### src/rtl/branch_ctrl_if.sv
// Branch request/response bundle between decode, the branch controller and fetch.
// master: decode + fetch side; slave: the branch controller.
interface branch_ctrl_if #(
  parameter int XLEN = 32
);
  logic            req_valid;
  logic            req_ready;
  logic [1:0]      req_kind;
  logic [2:0]      req_funct3;
  logic [XLEN-1:0] req_pc;
  logic [XLEN-1:0] req_imm;
  logic [XLEN-1:0] req_rs1;
  logic [XLEN-1:0] req_rs2;

  logic            res_valid;
  logic            res_ready;
  logic            res_taken;
  logic [XLEN-1:0] res_target;
  logic [XLEN-1:0] res_link;
  logic            res_misalign;
  logic            res_illegal;
  logic            flush;

  modport master (
    output req_valid, req_kind, req_funct3, req_pc, req_imm, req_rs1, req_rs2, res_ready,
    input  req_ready, res_valid, res_taken, res_target, res_link, res_misalign, res_illegal, flush
  );

  modport slave (
    input  req_valid, req_kind, req_funct3, req_pc, req_imm, req_rs1, req_rs2, res_ready,
    output req_ready, res_valid, res_taken, res_target, res_link, res_misalign, res_illegal, flush
  );
endinterface

### src/rtl/branch_ctrl.sv
// Branch controller: accepts one conditional branch / JAL / JALR op, drives the
// external comparator for one cycle, resolves taken/target/link and holds the
// result until fetch consumes it, pulsing flush on a good taken redirect.
// Optional statistics counters are built when BRANCH_CTRL_STATS_EN is defined.
module branch_ctrl #(
  parameter int XLEN   = 32,
  parameter int IALIGN = 32
) (
  input  logic            clk,
  input  logic            rst_n,
  input  logic            kill,
  branch_ctrl_if.slave    bus,
  output logic [XLEN-1:0] cmp_rs1,
  output logic [XLEN-1:0] cmp_rs2,
  input  logic            br_eq,
  input  logic            br_lt,
  input  logic            br_ltu
`ifdef BRANCH_CTRL_STATS_EN
  ,
  input  logic            stat_clr,
  output logic [31:0]     stat_total,
  output logic [31:0]     stat_taken
`endif
);

  typedef enum logic [1:0] {
    IDLE = 2'd0,
    CMP  = 2'd1,
    RESP = 2'd2
  } state_t;

  state_t          state;

  logic [1:0]      kind_q;
  logic [2:0]      funct3_q;
  logic [XLEN-1:0] pc_q;
  logic [XLEN-1:0] imm_q;
  logic [XLEN-1:0] rs1_q;
  logic [XLEN-1:0] rs2_q;

  logic            res_valid_q;
  logic            res_taken_q;
  logic [XLEN-1:0] res_target_q;
  logic [XLEN-1:0] res_link_q;
  logic            res_misalign_q;
  logic            res_illegal_q;

  logic            req_ready_int;
  logic            accept;

  logic            dec_taken;
  logic            dec_illegal;
  logic [XLEN-1:0] jump_sum;
  logic [XLEN-1:0] dec_target;
  logic            dec_misalign;

  // A new op can enter when idle, or in the same cycle the held result is consumed.
  assign req_ready_int = rst_n & ~kill &
                         ((state == IDLE) | ((state == RESP) & bus.res_ready));
  assign accept        = bus.req_valid & req_ready_int;
  assign bus.req_ready = req_ready_int;

  assign cmp_rs1 = rs1_q;
  assign cmp_rs2 = rs2_q;

  assign bus.res_valid    = res_valid_q;
  assign bus.res_taken    = res_taken_q;
  assign bus.res_target   = res_target_q;
  assign bus.res_link     = res_link_q;
  assign bus.res_misalign = res_misalign_q;
  assign bus.res_illegal  = res_illegal_q;
  assign bus.flush        = res_valid_q & bus.res_ready & res_taken_q & ~res_misalign_q & ~kill;

  // Resolve the captured op against the comparator flags seen during the CMP cycle.
  always_comb begin
    dec_taken   = 1'b0;
    dec_illegal = 1'b0;
    case (kind_q)
      2'b00: begin
        case (funct3_q)
          3'b000:  dec_taken = br_eq;
          3'b001:  dec_taken = ~br_eq;
          3'b100:  dec_taken = br_lt;
          3'b101:  dec_taken = ~br_lt;
          3'b110:  dec_taken = br_ltu;
          3'b111:  dec_taken = ~br_ltu;
          default: dec_illegal = 1'b1;
        endcase
      end
      2'b01, 2'b10: dec_taken = 1'b1;
      default:      dec_illegal = 1'b1;
    endcase

    if (kind_q == 2'b10) begin
      jump_sum = (rs1_q + imm_q) & {{(XLEN-1){1'b1}}, 1'b0};
    end else begin
      jump_sum = pc_q + imm_q;
    end

    dec_target   = dec_taken ? jump_sum : (pc_q + XLEN'(4));
    dec_misalign = dec_taken & (IALIGN == 32) & dec_target[1];
  end

  // Capture the request fields on every accepted handshake; they feed the comparator until the next accept.
  always_ff @(posedge clk or negedge rst_n) begin
    if (!rst_n) begin
      kind_q   <= 2'b00;
      funct3_q <= 3'b000;
      pc_q     <= '0;
      imm_q    <= '0;
      rs1_q    <= '0;
      rs2_q    <= '0;
    end else if (accept) begin
      kind_q   <= bus.req_kind;
      funct3_q <= bus.req_funct3;
      pc_q     <= bus.req_pc;
      imm_q    <= bus.req_imm;
      rs1_q    <= bus.req_rs1;
      rs2_q    <= bus.req_rs2;
    end
  end

  // Sequencing FSM with registered result outputs; kill aborts from any state.
  always_ff @(posedge clk or negedge rst_n) begin
    if (!rst_n) begin
      state          <= IDLE;
      res_valid_q    <= 1'b0;
      res_taken_q    <= 1'b0;
      res_target_q   <= '0;
      res_link_q     <= '0;
      res_misalign_q <= 1'b0;
      res_illegal_q  <= 1'b0;
    end else if (kill) begin
      state       <= IDLE;
      res_valid_q <= 1'b0;
    end else begin
      case (state)
        IDLE: begin
          if (accept) begin
            state <= CMP;
          end
        end
        CMP: begin
          state          <= RESP;
          res_valid_q    <= 1'b1;
          res_taken_q    <= dec_taken;
          res_target_q   <= dec_target;
          res_link_q     <= pc_q + XLEN'(4);
          res_misalign_q <= dec_misalign;
          res_illegal_q  <= dec_illegal;
        end
        RESP: begin
          if (bus.res_ready) begin
            res_valid_q <= 1'b0;
            state       <= accept ? CMP : IDLE;
          end
        end
        default: state <= IDLE;
      endcase
    end
  end

`ifdef BRANCH_CTRL_STATS_EN
  logic handshake;

  assign handshake = res_valid_q & bus.res_ready & ~kill;

  // Saturating result counters; a clear beats an increment in the same cycle.
  always_ff @(posedge clk or negedge rst_n) begin
    if (!rst_n) begin
      stat_total <= '0;
      stat_taken <= '0;
    end else if (stat_clr) begin
      stat_total <= '0;
      stat_taken <= '0;
    end else if (handshake) begin
      if (stat_total != 32'hFFFF_FFFF) begin
        stat_total <= stat_total + 32'd1;
      end
      if (res_taken_q && (stat_taken != 32'hFFFF_FFFF)) begin
        stat_taken <= stat_taken + 32'd1;
      end
    end
  end
`endif

endmodule

### src/flat_wrapper.sv
// flat-port wrapper written by rule: the top's interface ports become plain ports
module branch_ctrl_flat 
#(
  parameter int XLEN   = 32,
  parameter int IALIGN = 32
)
  (clk, rst_n, kill, cmp_rs1, cmp_rs2, br_eq, br_lt, br_ltu, bus_req_valid, bus_req_kind, bus_req_funct3, bus_req_pc, bus_req_imm, bus_req_rs1, bus_req_rs2, bus_res_ready, bus_req_ready, bus_res_valid, bus_res_taken, bus_res_target, bus_res_link, bus_res_misalign, bus_res_illegal, bus_flush);
  branch_ctrl_if #(.XLEN(XLEN)) bus_i ();
  input  logic clk;
  input  logic rst_n;
  input  logic kill;
  output logic [XLEN-1:0] cmp_rs1;
  output logic [XLEN-1:0] cmp_rs2;
  input  logic br_eq;
  input  logic br_lt;
  input  logic br_ltu;
  input wire logic [$bits(bus_i.req_valid)-1:0] bus_req_valid;
  input wire logic [$bits(bus_i.req_kind)-1:0] bus_req_kind;
  input wire logic [$bits(bus_i.req_funct3)-1:0] bus_req_funct3;
  input wire logic [$bits(bus_i.req_pc)-1:0] bus_req_pc;
  input wire logic [$bits(bus_i.req_imm)-1:0] bus_req_imm;
  input wire logic [$bits(bus_i.req_rs1)-1:0] bus_req_rs1;
  input wire logic [$bits(bus_i.req_rs2)-1:0] bus_req_rs2;
  input wire logic [$bits(bus_i.res_ready)-1:0] bus_res_ready;
  output wire logic [$bits(bus_i.req_ready)-1:0] bus_req_ready;
  output wire logic [$bits(bus_i.res_valid)-1:0] bus_res_valid;
  output wire logic [$bits(bus_i.res_taken)-1:0] bus_res_taken;
  output wire logic [$bits(bus_i.res_target)-1:0] bus_res_target;
  output wire logic [$bits(bus_i.res_link)-1:0] bus_res_link;
  output wire logic [$bits(bus_i.res_misalign)-1:0] bus_res_misalign;
  output wire logic [$bits(bus_i.res_illegal)-1:0] bus_res_illegal;
  output wire logic [$bits(bus_i.flush)-1:0] bus_flush;
  assign bus_i.req_valid = bus_req_valid;
  assign bus_i.req_kind = bus_req_kind;
  assign bus_i.req_funct3 = bus_req_funct3;
  assign bus_i.req_pc = bus_req_pc;
  assign bus_i.req_imm = bus_req_imm;
  assign bus_i.req_rs1 = bus_req_rs1;
  assign bus_i.req_rs2 = bus_req_rs2;
  assign bus_i.res_ready = bus_res_ready;
  assign bus_req_ready = bus_i.req_ready;
  assign bus_res_valid = bus_i.res_valid;
  assign bus_res_taken = bus_i.res_taken;
  assign bus_res_target = bus_i.res_target;
  assign bus_res_link = bus_i.res_link;
  assign bus_res_misalign = bus_i.res_misalign;
  assign bus_res_illegal = bus_i.res_illegal;
  assign bus_flush = bus_i.flush;
  branch_ctrl #(.XLEN(XLEN), .IALIGN(IALIGN)) u_core (.clk(clk), .rst_n(rst_n), .kill(kill), .bus(bus_i), .cmp_rs1(cmp_rs1), .cmp_rs2(cmp_rs2), .br_eq(br_eq), .br_lt(br_lt), .br_ltu(br_ltu));
endmodule
### config.mk
export PLATFORM = sky130hd
export DESIGN_NAME = branch_ctrl_flat
export DESIGN_NICKNAME = d
export VERILOG_FILES = /design/src/rtl/branch_ctrl_if.sv /design/src/rtl/branch_ctrl.sv /design/src/flat_wrapper.sv
export SDC_FILE = /design/constraint.sdc
export NUM_CORES = 1
export LEC_CHECK = 0
export CAP_MARGIN = 20
export CORE_MARGIN = 2
export CORE_UTILIZATION = 42
export CTS_CLUSTER_DIAMETER = 120
export DETAILED_ROUTE_END_ITERATION = 12
export PLACE_DENSITY = 0.81
export SYNTH_ARGS = -nofsm -noshare
export SYNTH_HDL_FRONTEND = slang
export SYNTH_SLANG_ARGS = --single-unit
### constraint.sdc
create_clock -name clk -period 2.6 [get_ports clk]
set_input_delay 0.52 -clock clk [delete_from_list [all_inputs] [get_ports clk]]
set_output_delay 0.52 -clock clk [all_outputs]
set_load 0.1 [all_outputs]
==> results_dict.tcl <==
set metrics [dict create \
    status "complete, but fails checks" \
    violations "setup timing" \
    drv_cap 0 \
    post-route-util_pct 63.0 \
    dp_hpwl_mm 30.3 \
    synth-edff-count 0 \
    synth_common_cells "nand2_1 (539), dfrtp_1 (203), a21oi_1 (87), ha_1 (65), o21ai_0 (58)" \
    antenna_left 0 \
    async_flop_share_pct 100 \
    numPortBuffers 274 \
    layout_setup_ws_ps -259 \
    worst_pin_slew_ps 918 \
    start_util_pct 42.7 \
    seqPwrFrac_pct 24.1 \
    num_vias 12003 \
    die_w_um 172 \
    synth.most_common_cell "nand2_1" \
    worstPathArrival_ps 3250 \
    cts.reportedPaths.clkPinSlew_ps 60 \
    htreeDepth 1 \
    synth_cell_types 75 \
    yosys_warnings 0 \
    period_minus_slack_ps 2860 \
    fin_total_pwr_w 0.0195 \
    setup_violations 23 \
    cts-root-buf "clkbuf_16" \
    ys_seq_area_share_pct 42.7 \
    timing.final.hold_violations 0 \
    rsz0062_at_grt "yes" \
    hold_path_class "in -> async" \
    p_leak_nw 8.54 \
    fp.coreArea_sq_um 27900 \
    cts_buffer_depth 3 \
    holdWs_ps 437 \
    drc 0 \
    drive_above_1_share_pct 26.5 \
    fin_area_sq_um 17500 \
    grt_start_max_net_pins 105 \
    ios 275 \
    fmax_ghz 0.350 \
    synthCells 1445 \
    synth_top_area_share_pct 42.7 \
    antenna_found_initial 0 \
    yosys_most_used_dff "dfrtp_1" \
    critPathLaunchType "flip-flop" \
    die_area_sq_um 29700 \
    syn_avg_cell_area_sq_um 8.23 \
    p_per_area_nw_per_um2 1110 \
    clock_latency_ps 510 \
    ys_top_cells_by_area "dfrtp_1 (43%), nand2_1 (17%), ha_1 (6.8%), a21oi_1 (3.7%), xor2_1 (3.3%)" \
    n_antenna_cell 0 \
    crit_required_ps 2990 \
    finalCritPeriodShare_pct 110 \
    synth_nets 1653 \
    worstPathMaxFanout 3 \
    cts_made_buffers 23 \
    cp-end-kind "flip-flop" \
    routed_wl_mm 40.5 \
    grt.overflow.total 0 \
    cts_num_sinks 203 \
    grt_pass1_vias 11554 \
    critical_path_class "reg -> reg" \
    synth-seq-cells 203 \
    synth_area_sq_um 11900 \
    drt_pass1_iterations 6 \
    slew_viol_final 0 \
    post_drt_wl_per_cell_um 17.9 \
    gp_congestion 0.922 \
    routed_via_density 5.31 \
    combPwrFrac_pct 59.8 \
    place_area_sq_um 16100 \
    final_nets 2077 \
    power.share.clock_pct 16.1 \
    cts_tree "built" \
    drtIter0Drc 1059 \
    track_usage_pct 26.4 \
    vdd_ir_drop_max_v 0.000624 \
    p_switching_w 0.00996 \
    intPower_w 0.00952 \
    fin_skew_ps 14.8 \
    rows 61 \
    swShare_pct 51.1 \
    pre_cts_slack_ps -413 \
    yosysTopAreaCell "dfrtp_1" \
    grt_pass1_wl_mm 61.5 \
    relSlewSlack_pct 38.8 \
    fillCellCount 2328 \
    area_growth_pct 47.6 \
    die_y_um 172 \
]
power by group through the flow:
stage / combinational (W) / sequential [W] / clock, W
after global routing: 0.0123 / 0.00478 / 0.00332
after CTS: 0.0112 / 0.00467 / 0.00320
after floorplan: 0.00331 / 0.00878 / 0
final: 0.0116 / 0.00470 / 0.00314
after detailed placement: 0.0109 / 0.00471 / 0
after global placement: 0.0108 / 0.00467 / 0
metal layers:
| layer | track usage (%) | vias to the layer above | share of wire, % |
|---|---|---|---|
| met1 | 39.3 | 5724 | 46 |
| met5 | 0 | - | 0 |
| met2 | 40.3 | 454 | 45 |
| met3 | 3.41 | 64 | 7.6 |
| met4 | 7.60 | 0 | 2.1 |
| li1 | - | 5761 | - |
cell type report:
class	instances	area, sq um	share of cell area [%]
Clock buffer	34	667	3.80
Clock inverter	6	57.6	0.328
Inverter	24	92.6	0.528
Multi-Input combinational cell	1153	7150	40.7
Sequential cell	203	5140	29.3
Tap cell	378	473	2.70
Timing Repair Buffer	464	3970	22.6
path summary, 6_finish.rpt:
check | from | end | slack, ps | depth (start not counted)
max in group asynchronous | rst_n | u_core.cmp_rs2[27]$_DFFE_PN0N_ | 1100 | 3
worst min-delay path | rst_n | u_core.imm_q[2]$_DFFE_PN0N_ | 440 | 2
min in group clk | u_core.cmp_rs2[11]$_DFFE_PN0N_ | u_core.cmp_rs2[11]$_DFFE_PN0N_ | 470 | 2
worst max-delay path | u_core.imm_q[0]$_DFFE_PN0N_ | u_core.bus.res_target[26]$_DFFE_PN0P_ | -260 | 12
worst max register to register | u_core.imm_q[0]$_DFFE_PN0N_ | u_core.bus.res_target[26]$_DFFE_PN0P_ | -260 | 12
worst min register to register | u_core.cmp_rs2[11]$_DFFE_PN0N_ | u_core.cmp_rs2[11]$_DFFE_PN0N_ | 470 | 2
sequential cells by signal, summed over array words and instances, names as in the netlist:
register / cells
u_core.bus.res_illegal: 1
u_core.imm_q: 32
u_core.cmp_rs1: 32
u_core.pc_q: 32
u_core.bus.res_link: 32
u_core.kind_q: 2
u_core.funct3_q: 3
u_core.bus.res_misalign: 1
u_core.state: 2
u_core.bus.res_target: 32
u_core.bus.res_valid: 1
u_core.cmp_rs2: 32
u_core.bus.res_taken: 1
critical path: stages (launching register included):
cell and delay (ps):
dfrtp_1 410, buf_6 130, and2_4 130, fa_2 370, a21oi_4 190, nor2_2 70, o311a_4 350, nor2_4 140
o32ai_4 120, o211a_1 290, mux2i_1 170, mux2i_1 90, a221oi_1 290
layout by cell type (no fill, tap or decap), drive strengths merged, types with 4 or more instances in the layout:
| master | n |
|---|---|
| a211oi | 12 |
| xnor2 | 35 |
| dfrtp | 203 |
| o31ai | 5 |
| nand2b | 6 |
| o21ai | 72 |
| o221ai | 8 |
| nor2 | 53 |
| mux2i | 7 |
| nor2b | 8 |
| a22o | 8 |
| clkinv | 4 |
| o22ai | 6 |
| nand2 | 539 |
| nand3 | 33 |
| a211o | 4 |
| xor2 | 45 |
| a21o | 23 |
| ha | 65 |
| inv | 24 |
| or2 | 5 |
| nor3 | 11 |
| o211ai | 10 |
| or3 | 6 |
| clkbuf | 35 |
| a21oi | 87 |
| clkdlybuf4s50 | 139 |
| o21a | 8 |
| and4 | 4 |
| nand4 | 13 |
| buf | 323 |
| and3 | 13 |
| a31oi | 11 |
| o21bai | 10 |
cell families (layout without fill, tap and decap cells):
| group | after synthesis | count (layout) | synth area share, % |
|---|---|---|---|
| xor+xnor | 80 | 80 | 5.89 |
| flops | 203 | 203 | 42.7 |
| simple gates | 702 | 702 | 24.3 |
| mux | 8 | 8 | 0.684 |
| buf+inv | 89 | 528 | 2.82 |
| compound gates | 296 | 296 | 16.4 |
| fa+ha+maj | 67 | 67 | 7.18 |
timing repair:
item | 4_1_cts | 5_1_grt
hold buffers | 1 | 0
setup endpoints to repair | 25 | 26
setup buffers | 10 | 9
pin swaps | 42 | 47
hold endpoints to repair | 12 | 0
resized for setup | 58 | 63
per-stage QoR:
stage / setup TNS (ps) / instances
6_report: -2840 / 2262
5_1_grt: -4980 / 2262
4_1_cts: -1960 / 2257
3_5_place_dp: -3860 / 2206
3_3_place_gp: -2400 / 2206
2_1_floorplan: -788 / 1445
Power figures use the tool's default switching activity.
